[config.mk]
export PLATFORM = sky130hd
export DESIGN_NAME = delay_req_arbiter_flat
export DESIGN_NICKNAME = d
export VERILOG_FILES = /design/src/rtl/delay_req_arbiter_if.sv /design/src/rtl/delay_req_arbiter.sv /design/src/flat_wrapper.sv
export SDC_FILE = /design/constraint.sdc
export NUM_CORES = 1
export LEC_CHECK = 0
export ABC_AREA = 1
export CAP_MARGIN = 30
export CORE_MARGIN = 1
export CORE_UTILIZATION = 39
export CTS_CLUSTER_SIZE = 28
export DETAILED_ROUTE_END_ITERATION = 10
export GPL_ROUTABILITY_DRIVEN = 0
export PLACE_DENSITY_LB_ADDON = 0.15
export RECOVER_POWER = 50
export SYNTH_ARGS = -nofsm -noshare
export SYNTH_HDL_FRONTEND = slang
export SYNTH_SLANG_ARGS = --single-unit
[constraint.sdc]
create_clock -name clk -period 2.2 [get_ports clk]
set_clock_uncertainty 0.2 [all_clocks]
set_input_delay 0.33 -clock clk [delete_from_list [all_inputs] [get_ports clk]]
set_output_delay 0.33 -clock clk [all_outputs]
set_load 0.01 [all_outputs]
[src/rtl/delay_req_arbiter_if.sv]
// delay_req_arbiter_if: requester-side and delay_master-side signals of the
// delay request arbiter. slave = arbiter view, master = requesters + delay_master.
interface delay_req_arbiter_if #(
  parameter int data_width = 16,
  parameter int n_req      = 4
);
  logic [n_req-1:0]                 req_read;
  logic [n_req-1:0]                 req_write;
  logic [n_req-1:0][data_width-1:0] req_handle;
  logic [n_req-1:0][data_width-1:0] req_write_data;
  logic [n_req-1:0][data_width-1:0] req_write_inc;
  logic [n_req-1:0]                 rsp_read_valid;
  logic [n_req-1:0]                 rsp_write_ack;
  logic [data_width-1:0]            rsp_data;
  logic                             dm_read_req;
  logic                             dm_write_req;
  logic [data_width-1:0]            dm_handle;
  logic [data_width-1:0]            dm_write_data;
  logic [data_width-1:0]            dm_write_inc;
  logic [data_width-1:0]            dm_read_data;
  logic                             dm_read_valid;
  logic                             dm_write_ack;
  logic                             busy;
  logic                             timeout_err;

  modport slave (
    input  req_read, req_write, req_handle, req_write_data, req_write_inc,
    output rsp_read_valid, rsp_write_ack, rsp_data,
    output dm_read_req, dm_write_req, dm_handle, dm_write_data, dm_write_inc,
    input  dm_read_data, dm_read_valid, dm_write_ack,
    output busy, timeout_err
  );

  modport master (
    output req_read, req_write, req_handle, req_write_data, req_write_inc,
    input  rsp_read_valid, rsp_write_ack, rsp_data,
    input  dm_read_req, dm_write_req, dm_handle, dm_write_data, dm_write_inc,
    output dm_read_data, dm_read_valid, dm_write_ack,
    input  busy, timeout_err
  );
endinterface

[src/rtl/delay_req_arbiter.sv]
// delay_req_arbiter: round-robin sharing of one delay_master port among n_req
// requesters. One transaction in flight: IDLE -> ISSUE -> WAIT -> RELEASE.
// Optional WAIT timeout enabled by defining DELAY_ARB_TIMEOUT_EN.
module delay_req_arbiter #(
  parameter int data_width     = 16,
  parameter int n_req          = 4,
  parameter int timeout_cycles = 1023
) (
  input logic               clk,
  input logic               reset,
  delay_req_arbiter_if.slave bus
);
  localparam int PW = (n_req > 1) ? $clog2(n_req) : 1;

  typedef enum logic [1:0] {IDLE, ISSUE, WAIT, RELEASE} state_t;

  state_t                state, state_nxt;
  logic [PW-1:0]         rr_ptr, owner, grant_idx;
  logic                  grant_vld;
  logic                  op_read;
  logic [data_width-1:0] handle_q, wdata_q, winc_q, rsp_data_q;
  logic [n_req-1:0]      rsp_rv_q, rsp_wa_q, pend;
  logic                  done_ok, abort;

  assign pend    = bus.req_read | bus.req_write;
  // only the completion matching the latched op ends WAIT
  assign done_ok = (state == WAIT) && (op_read ? bus.dm_read_valid : bus.dm_write_ack);

  // first pending requester at or after rr_ptr (descending scan so the nearest wins)
  always_comb begin
    int j;
    grant_vld = 1'b0;
    grant_idx = '0;
    j         = 0;
    for (int k = n_req - 1; k >= 0; k--) begin
      j = int'(rr_ptr) + k;
      if (j >= n_req) j = j - n_req;
      if (pend[j]) begin
        grant_vld = 1'b1;
        grant_idx = PW'(j);
      end
    end
  end

  // next-state logic
  always_comb begin
    state_nxt = state;
    case (state)
      IDLE:    if (grant_vld) state_nxt = ISSUE;
      ISSUE:   state_nxt = WAIT;
      WAIT:    if (done_ok || abort) state_nxt = RELEASE;
      RELEASE: state_nxt = IDLE;
      default: state_nxt = IDLE;
    endcase
  end

  // state, latched request, response pulses and round-robin pointer
  always_ff @(posedge clk) begin
    if (reset) begin
      state      <= IDLE;
      rr_ptr     <= '0;
      owner      <= '0;
      op_read    <= 1'b0;
      handle_q   <= '0;
      wdata_q    <= '0;
      winc_q     <= '0;
      rsp_data_q <= '0;
      rsp_rv_q   <= '0;
      rsp_wa_q   <= '0;
    end else begin
      state    <= state_nxt;
      rsp_rv_q <= '0;
      rsp_wa_q <= '0;
      if (state == IDLE && grant_vld) begin
        owner    <= grant_idx;
        op_read  <= bus.req_read[grant_idx];
        handle_q <= bus.req_handle[grant_idx];
        wdata_q  <= bus.req_write_data[grant_idx];
        winc_q   <= bus.req_write_inc[grant_idx];
      end
      if (done_ok || abort) begin
        if (op_read) rsp_rv_q[owner] <= 1'b1;
        else         rsp_wa_q[owner] <= 1'b1;
        if (abort)        rsp_data_q <= '0;
        else if (op_read) rsp_data_q <= bus.dm_read_data;
        rr_ptr <= (owner == PW'(n_req - 1)) ? '0 : owner + PW'(1);
      end
    end
  end

`ifdef DELAY_ARB_TIMEOUT_EN
  localparam int TW = $clog2(timeout_cycles + 1);
  logic [TW-1:0] to_cnt;
  logic          timeout_q;

  // abort on the timeout_cycles-th WAIT cycle without a matching completion
  assign abort = (state == WAIT) && !done_ok && (to_cnt == TW'(timeout_cycles - 1));

  // WAIT-cycle counter (cleared while in ISSUE) and sticky timeout flag
  always_ff @(posedge clk) begin
    if (reset) begin
      to_cnt    <= '0;
      timeout_q <= 1'b0;
    end else begin
      if (state == ISSUE)     to_cnt <= '0;
      else if (state == WAIT) to_cnt <= to_cnt + TW'(1);
      if (abort) timeout_q <= 1'b1;
    end
  end

  assign bus.timeout_err = timeout_q;
`else
  assign abort           = 1'b0;
  assign bus.timeout_err = 1'b0;
`endif

  assign bus.dm_read_req    = (state == ISSUE) && op_read;
  assign bus.dm_write_req   = (state == ISSUE) && !op_read;
  assign bus.dm_handle      = handle_q;
  assign bus.dm_write_data  = wdata_q;
  assign bus.dm_write_inc   = winc_q;
  assign bus.rsp_read_valid = rsp_rv_q;
  assign bus.rsp_write_ack  = rsp_wa_q;
  assign bus.rsp_data       = rsp_data_q;
  assign bus.busy           = (state != IDLE);
endmodule

[src/flat_wrapper.sv]
// flat-port wrapper written by rule: the top's interface ports become plain ports
module delay_req_arbiter_flat 
#(
  parameter int data_width     = 16,
  parameter int n_req          = 4,
  parameter int timeout_cycles = 1023
)
  (clk, reset, bus_req_read, bus_req_write, bus_req_handle, bus_req_write_data, bus_req_write_inc, bus_rsp_read_valid, bus_rsp_write_ack, bus_rsp_data, bus_dm_read_req, bus_dm_write_req, bus_dm_handle, bus_dm_write_data, bus_dm_write_inc, bus_dm_read_data, bus_dm_read_valid, bus_dm_write_ack, bus_busy, bus_timeout_err);
  delay_req_arbiter_if #(.data_width(data_width), .n_req(n_req)) bus_i ();
  input logic clk;
  input logic reset;
  input wire logic [$bits(bus_i.req_read)-1:0] bus_req_read;
  input wire logic [$bits(bus_i.req_write)-1:0] bus_req_write;
  input wire logic [$bits(bus_i.req_handle)-1:0] bus_req_handle;
  input wire logic [$bits(bus_i.req_write_data)-1:0] bus_req_write_data;
  input wire logic [$bits(bus_i.req_write_inc)-1:0] bus_req_write_inc;
  output wire logic [$bits(bus_i.rsp_read_valid)-1:0] bus_rsp_read_valid;
  output wire logic [$bits(bus_i.rsp_write_ack)-1:0] bus_rsp_write_ack;
  output wire logic [$bits(bus_i.rsp_data)-1:0] bus_rsp_data;
  output wire logic [$bits(bus_i.dm_read_req)-1:0] bus_dm_read_req;
  output wire logic [$bits(bus_i.dm_write_req)-1:0] bus_dm_write_req;
  output wire logic [$bits(bus_i.dm_handle)-1:0] bus_dm_handle;
  output wire logic [$bits(bus_i.dm_write_data)-1:0] bus_dm_write_data;
  output wire logic [$bits(bus_i.dm_write_inc)-1:0] bus_dm_write_inc;
  input wire logic [$bits(bus_i.dm_read_data)-1:0] bus_dm_read_data;
  input wire logic [$bits(bus_i.dm_read_valid)-1:0] bus_dm_read_valid;
  input wire logic [$bits(bus_i.dm_write_ack)-1:0] bus_dm_write_ack;
  output wire logic [$bits(bus_i.busy)-1:0] bus_busy;
  output wire logic [$bits(bus_i.timeout_err)-1:0] bus_timeout_err;
  assign bus_i.req_read = bus_req_read;
  assign bus_i.req_write = bus_req_write;
  assign bus_i.req_handle = bus_req_handle;
  assign bus_i.req_write_data = bus_req_write_data;
  assign bus_i.req_write_inc = bus_req_write_inc;
  assign bus_rsp_read_valid = bus_i.rsp_read_valid;
  assign bus_rsp_write_ack = bus_i.rsp_write_ack;
  assign bus_rsp_data = bus_i.rsp_data;
  assign bus_dm_read_req = bus_i.dm_read_req;
  assign bus_dm_write_req = bus_i.dm_write_req;
  assign bus_dm_handle = bus_i.dm_handle;
  assign bus_dm_write_data = bus_i.dm_write_data;
  assign bus_dm_write_inc = bus_i.dm_write_inc;
  assign bus_i.dm_read_data = bus_dm_read_data;
  assign bus_i.dm_read_valid = bus_dm_read_valid;
  assign bus_i.dm_write_ack = bus_dm_write_ack;
  assign bus_busy = bus_i.busy;
  assign bus_timeout_err = bus_i.timeout_err;
  delay_req_arbiter #(.data_width(data_width), .n_req(n_req), .timeout_cycles(timeout_cycles)) u_core (.clk(clk), .reset(reset), .bus(bus_i));
endmodule
==> impl_metrics.yaml, run 1 <==
finish:
  layoutNonFillerInstCount: 1406
  nFillCells: 1220
  layout.nets: 1448
  area_growth_pct: 72.5
  multi_input_area_um2: 3160
  layout-drive-gt1-share: 0.0873
  antenna_cells: 0
  seqCellArea_um2: 1590
routing:
  detail-route-antenna-nets: 0
  post_drt_via_cell_ratio: 4.93
  wl_per_cell_um: 14.8
  dr.first_iter.drc_count: 573
  drc: 0
  vias: 6928
  first_pass_iters: 5
  drt_wl_total_um: 20800
floorplan:
  ios: 296
  die-area_um2: 14700
  core_area_um2: 13900
  rows: 43
  start_util: 0.398
  dieHeight_um: 121
  die-width_um: 121
pwr:
  powerDensity_nw_per_um2: 1110
  p_comb_frac: 0.643
  p_sw_mw: 4.62
  p_leak_nw: 4.82
  p_sw_frac: 0.437
  clockPowerShare: 0.144
  irDropWorstVdd_mv: 0.547
  seq_power_share: 0.213
  p_int_mw: 5.94
critical_path:
  critical_path_class: "flip-flop to flip-flop"
  startpoint: "u_core.rr_ptr[0]"
  path_cells: "inv_6 > nand2_1 > nand2_1 > nand3_2 > nand2_2 > inv_2 > a21oi_4 > nand2_4 > nand2_8 > buf_12 > nand2_1 > nand3_1 > nand3_2 > nand2_1 > inv_1"
  r2r-end: "u_core.bus.dm_handle[13]"
  arrival_ns: 2.23
  rrSetupSlack_ns: 0.02
  cp-endpoint: "u_core.bus.dm_handle[13]"
  worstReg2RegStart: "u_core.rr_ptr[0]"
  cpMostUsedCell: "nand2_1"
  required_ns: 2.25
  slowest_stage: "dfxtp_4"
  r2r_cells: 15
  critPathMaxFanout: 14
  start_kind: "flip-flop"
  cp_slowest_stage_delay_ns: 0.39
  worst_setup_path_end_kind: "flip-flop"
clock_tree:
  cts_hold_buffers: 0
  numClockSinks: 79
  cts_htree_levels: 3
  tritoncts: "done"
  cts_buffers: 9
  cts_root_buf: "clkbuf_16"
  clk_pin_slew_ns: 0.07
  clock_latency_ns: 0.35
  cts.path.max_buffers: 2
run_status:
  status: "complete, no violations"
synthesis:
  syn-cell-area_um2: 5530
  yosys.area.top_type: "dfxtp_1"
  synth_top_area_share: 0.286
  ys_seq_elements: 79
  synth.avg_cell_area_um2: 5.98
  synth_area_leaders: "dfxtp_1 (29%), nand3_1 (14%), nand2_1 (13%)"
  synth_cell_types: 26
  syn-num-nets: 1151
  syn_inst: 924
  synth_warnings: 0
  seq_area_frac_synth: 0.286
sta:
  period_share: 0.993
  tightest_slew_ns: 0.593
  fmax_mhz: 458
  relSlewSlack: 0.604
  rsz0062_at_grt: "true"
  setup-violations-final: 0
  hold_violations: 0
  holdWs_ns: 0.138
  period_needed_ns: 2.18
  final_max_slew_viol_count: 0
  fin_ws_ns: 0.0151
grt:
  grt_pass1_wl_um: 30000
  antenna_found_initial: 0
  first_global_vias: 6043
  grt_max_degree: 49
  grt_usage: 0.259
  gr-total-overflow: 0
hold_path:
  hold_class: "input port to flip-flop"
placement:
  place_worst_setup_slack_ns: -0.324
  dp_hpwl_um: 14200
  dp.cells: 1375
  port_buffers: 294
job:
  maxCapViolations: 0
[final cells by class]
class                           count  area share
Clock buffer                        9      0.0236
Clock inverter                      7     0.00735
Inverter                          163      0.0652
Multi-Input combinational cell    624       0.331
Sequential cell                    79       0.167
Tap cell                          180      0.0236
Timing Repair Buffer              344       0.382
[flip-flops by register name, indices dropped and copies added, names as in the netlist]
name,cells
u_core.bus.dm_write_data,16
u_core.rr_ptr,2
u_core.bus.rsp_read_valid,4
u_core.state,2
u_core.bus.rsp_data,16
u_core.bus.dm_handle,16
u_core.bus.dm_write_inc,16
u_core.bus.rsp_write_ack,4
u_core.owner,2
u_core.op_read,1
[per-layer routing]
layer  track usage  vias to the layer above  routed length [µm]
met5             0                        -                   0
met4        0.0910                        0                 437
met3        0.0691                       29                2060
met2         0.440                      317                9640
met1         0.314                     3127                8710
li1              -                     3455                   -
[cells in the mapped netlist]
cell type and n:
nand2_1 193, nand2_2 2, ha_1 7, buf_2 29, nand3_2 1, nand3b_1 93
a31oi_1 1, a211oi_1 2, o21ai_0 19, a21oi_2 1, inv_1 159, o22ai_1 1
nand3_1 154, inv_2 3, clkbuf_1 18, buf_6 5, a221oi_1 1, buf_4 2
nand2_4 3, nor2_1 138, buf_1 5, dfxtp_1 79, nand4_1 1, a21oi_1 5
inv_4 1, conb_1 1
[how the worst min path moves through the flow]
stage,startpoint,to,slack (ns),cells past startpoint
global route,reset,u_core.rr_ptr[1],0.20,4
global placement,u_core.bus.rsp_data[1],u_core.bus.rsp_data[1],0.29,2
floorplan,bus_dm_read_data[0],u_core.bus.rsp_data[0],0.26,2
finish,reset,u_core.owner[0],0.14,4
CTS,reset,u_core.owner[0],0.13,4
detailed placement,u_core.bus.rsp_data[8],u_core.bus.rsp_data[8],0.30,2
[per-stage QoR]
step	util	power, mW	TNS, ns	cell area, µm²
finish	0.687	10.6	0	9540
global route	0.687	11.4	-4.45	9540
CTS	0.654	10.0	0	9070
detailed placement	0.632	8.47	-14.30	8770
global placement	0.632	8.41	-12.28	8770
floorplan	-	5.88	0	5530
[cells by family (layout without fill, tap and decap cells)]
logic type | after synthesis | after routing | share of synthesized area
buffers and inverters | 222 | 523 | 0.166
and+or+nand+nor | 585 | 586 | 0.502
DFF | 79 | 79 | 0.286
other | 1 | 1 | 0.000678
AOI/OAI and AO/OA | 30 | 30 | 0.0299
adders and majority gates | 7 | 7 | 0.0158
[power groups by stage]
stage / Sequential [mW] / Clock (mW) / Combinational, mW
2_1_floorplan: 2.47 / 0 / 3.41
3_3_place_gp: 2.27 / 0 / 6.14
3_5_place_dp: 2.27 / 0 / 6.19
4_1_cts: 2.25 / 1.55 / 6.23
5_1_grt: 2.31 / 1.60 / 7.50
6_report: 2.25 / 1.52 / 6.79
[worst max-delay path, delay by kind of cell, from the launching register on]
kind	cells	cell delay, ns
AND/OR/NAND/NOR	10	1.00
buffers and inverters	4	0.34
AO/OA/AOI/OAI	1	0.14
flip-flops	1	0.39
[layout by cell type (no fill, tap or decap), types with 6 or more instances in the layout]
cell,n
buf_4,19
inv_1,158
nand2_2,10
clkbuf_16,15
nand2_1,184
ha_1,7
dfxtp_1,77
nand3_1,146
nor2_1,131
clkdlybuf4s50_1,234
nand3_2,9
nand3b_1,93
buf_12,12
dlymetal6s2s_1,6
dlygate4sd3_1,53
o21ai_0,19
buf_6,9
nor2_2,6
[repair_timing]
| item | 4_1_cts | 5_1_grt |
|---|---|---|
| pin swaps | 0 | 12 |
| buffers inserted | 0 | 5 |
| endpoints found under the setup margin | 13 | 50 |
| gates cloned | 0 | 10 |
| resized for setup | 1 | 59 |
Note: power is estimated with default switching activity, not from simulation.
==> inputs of run 2 (changes only) <==
Settings changed: SLEW_MARGIN set to 20.
==> results of run 2 <==
The final DEF is identical to that of run 1; final timing and power are the same.
==> inputs of run 3 (changes only) <==
Settings changed: CTS_CLUSTER_SIZE 28 to 12.
==> results of run 3 <==
The final DEF is identical to that of run 1; final timing and power are the same.
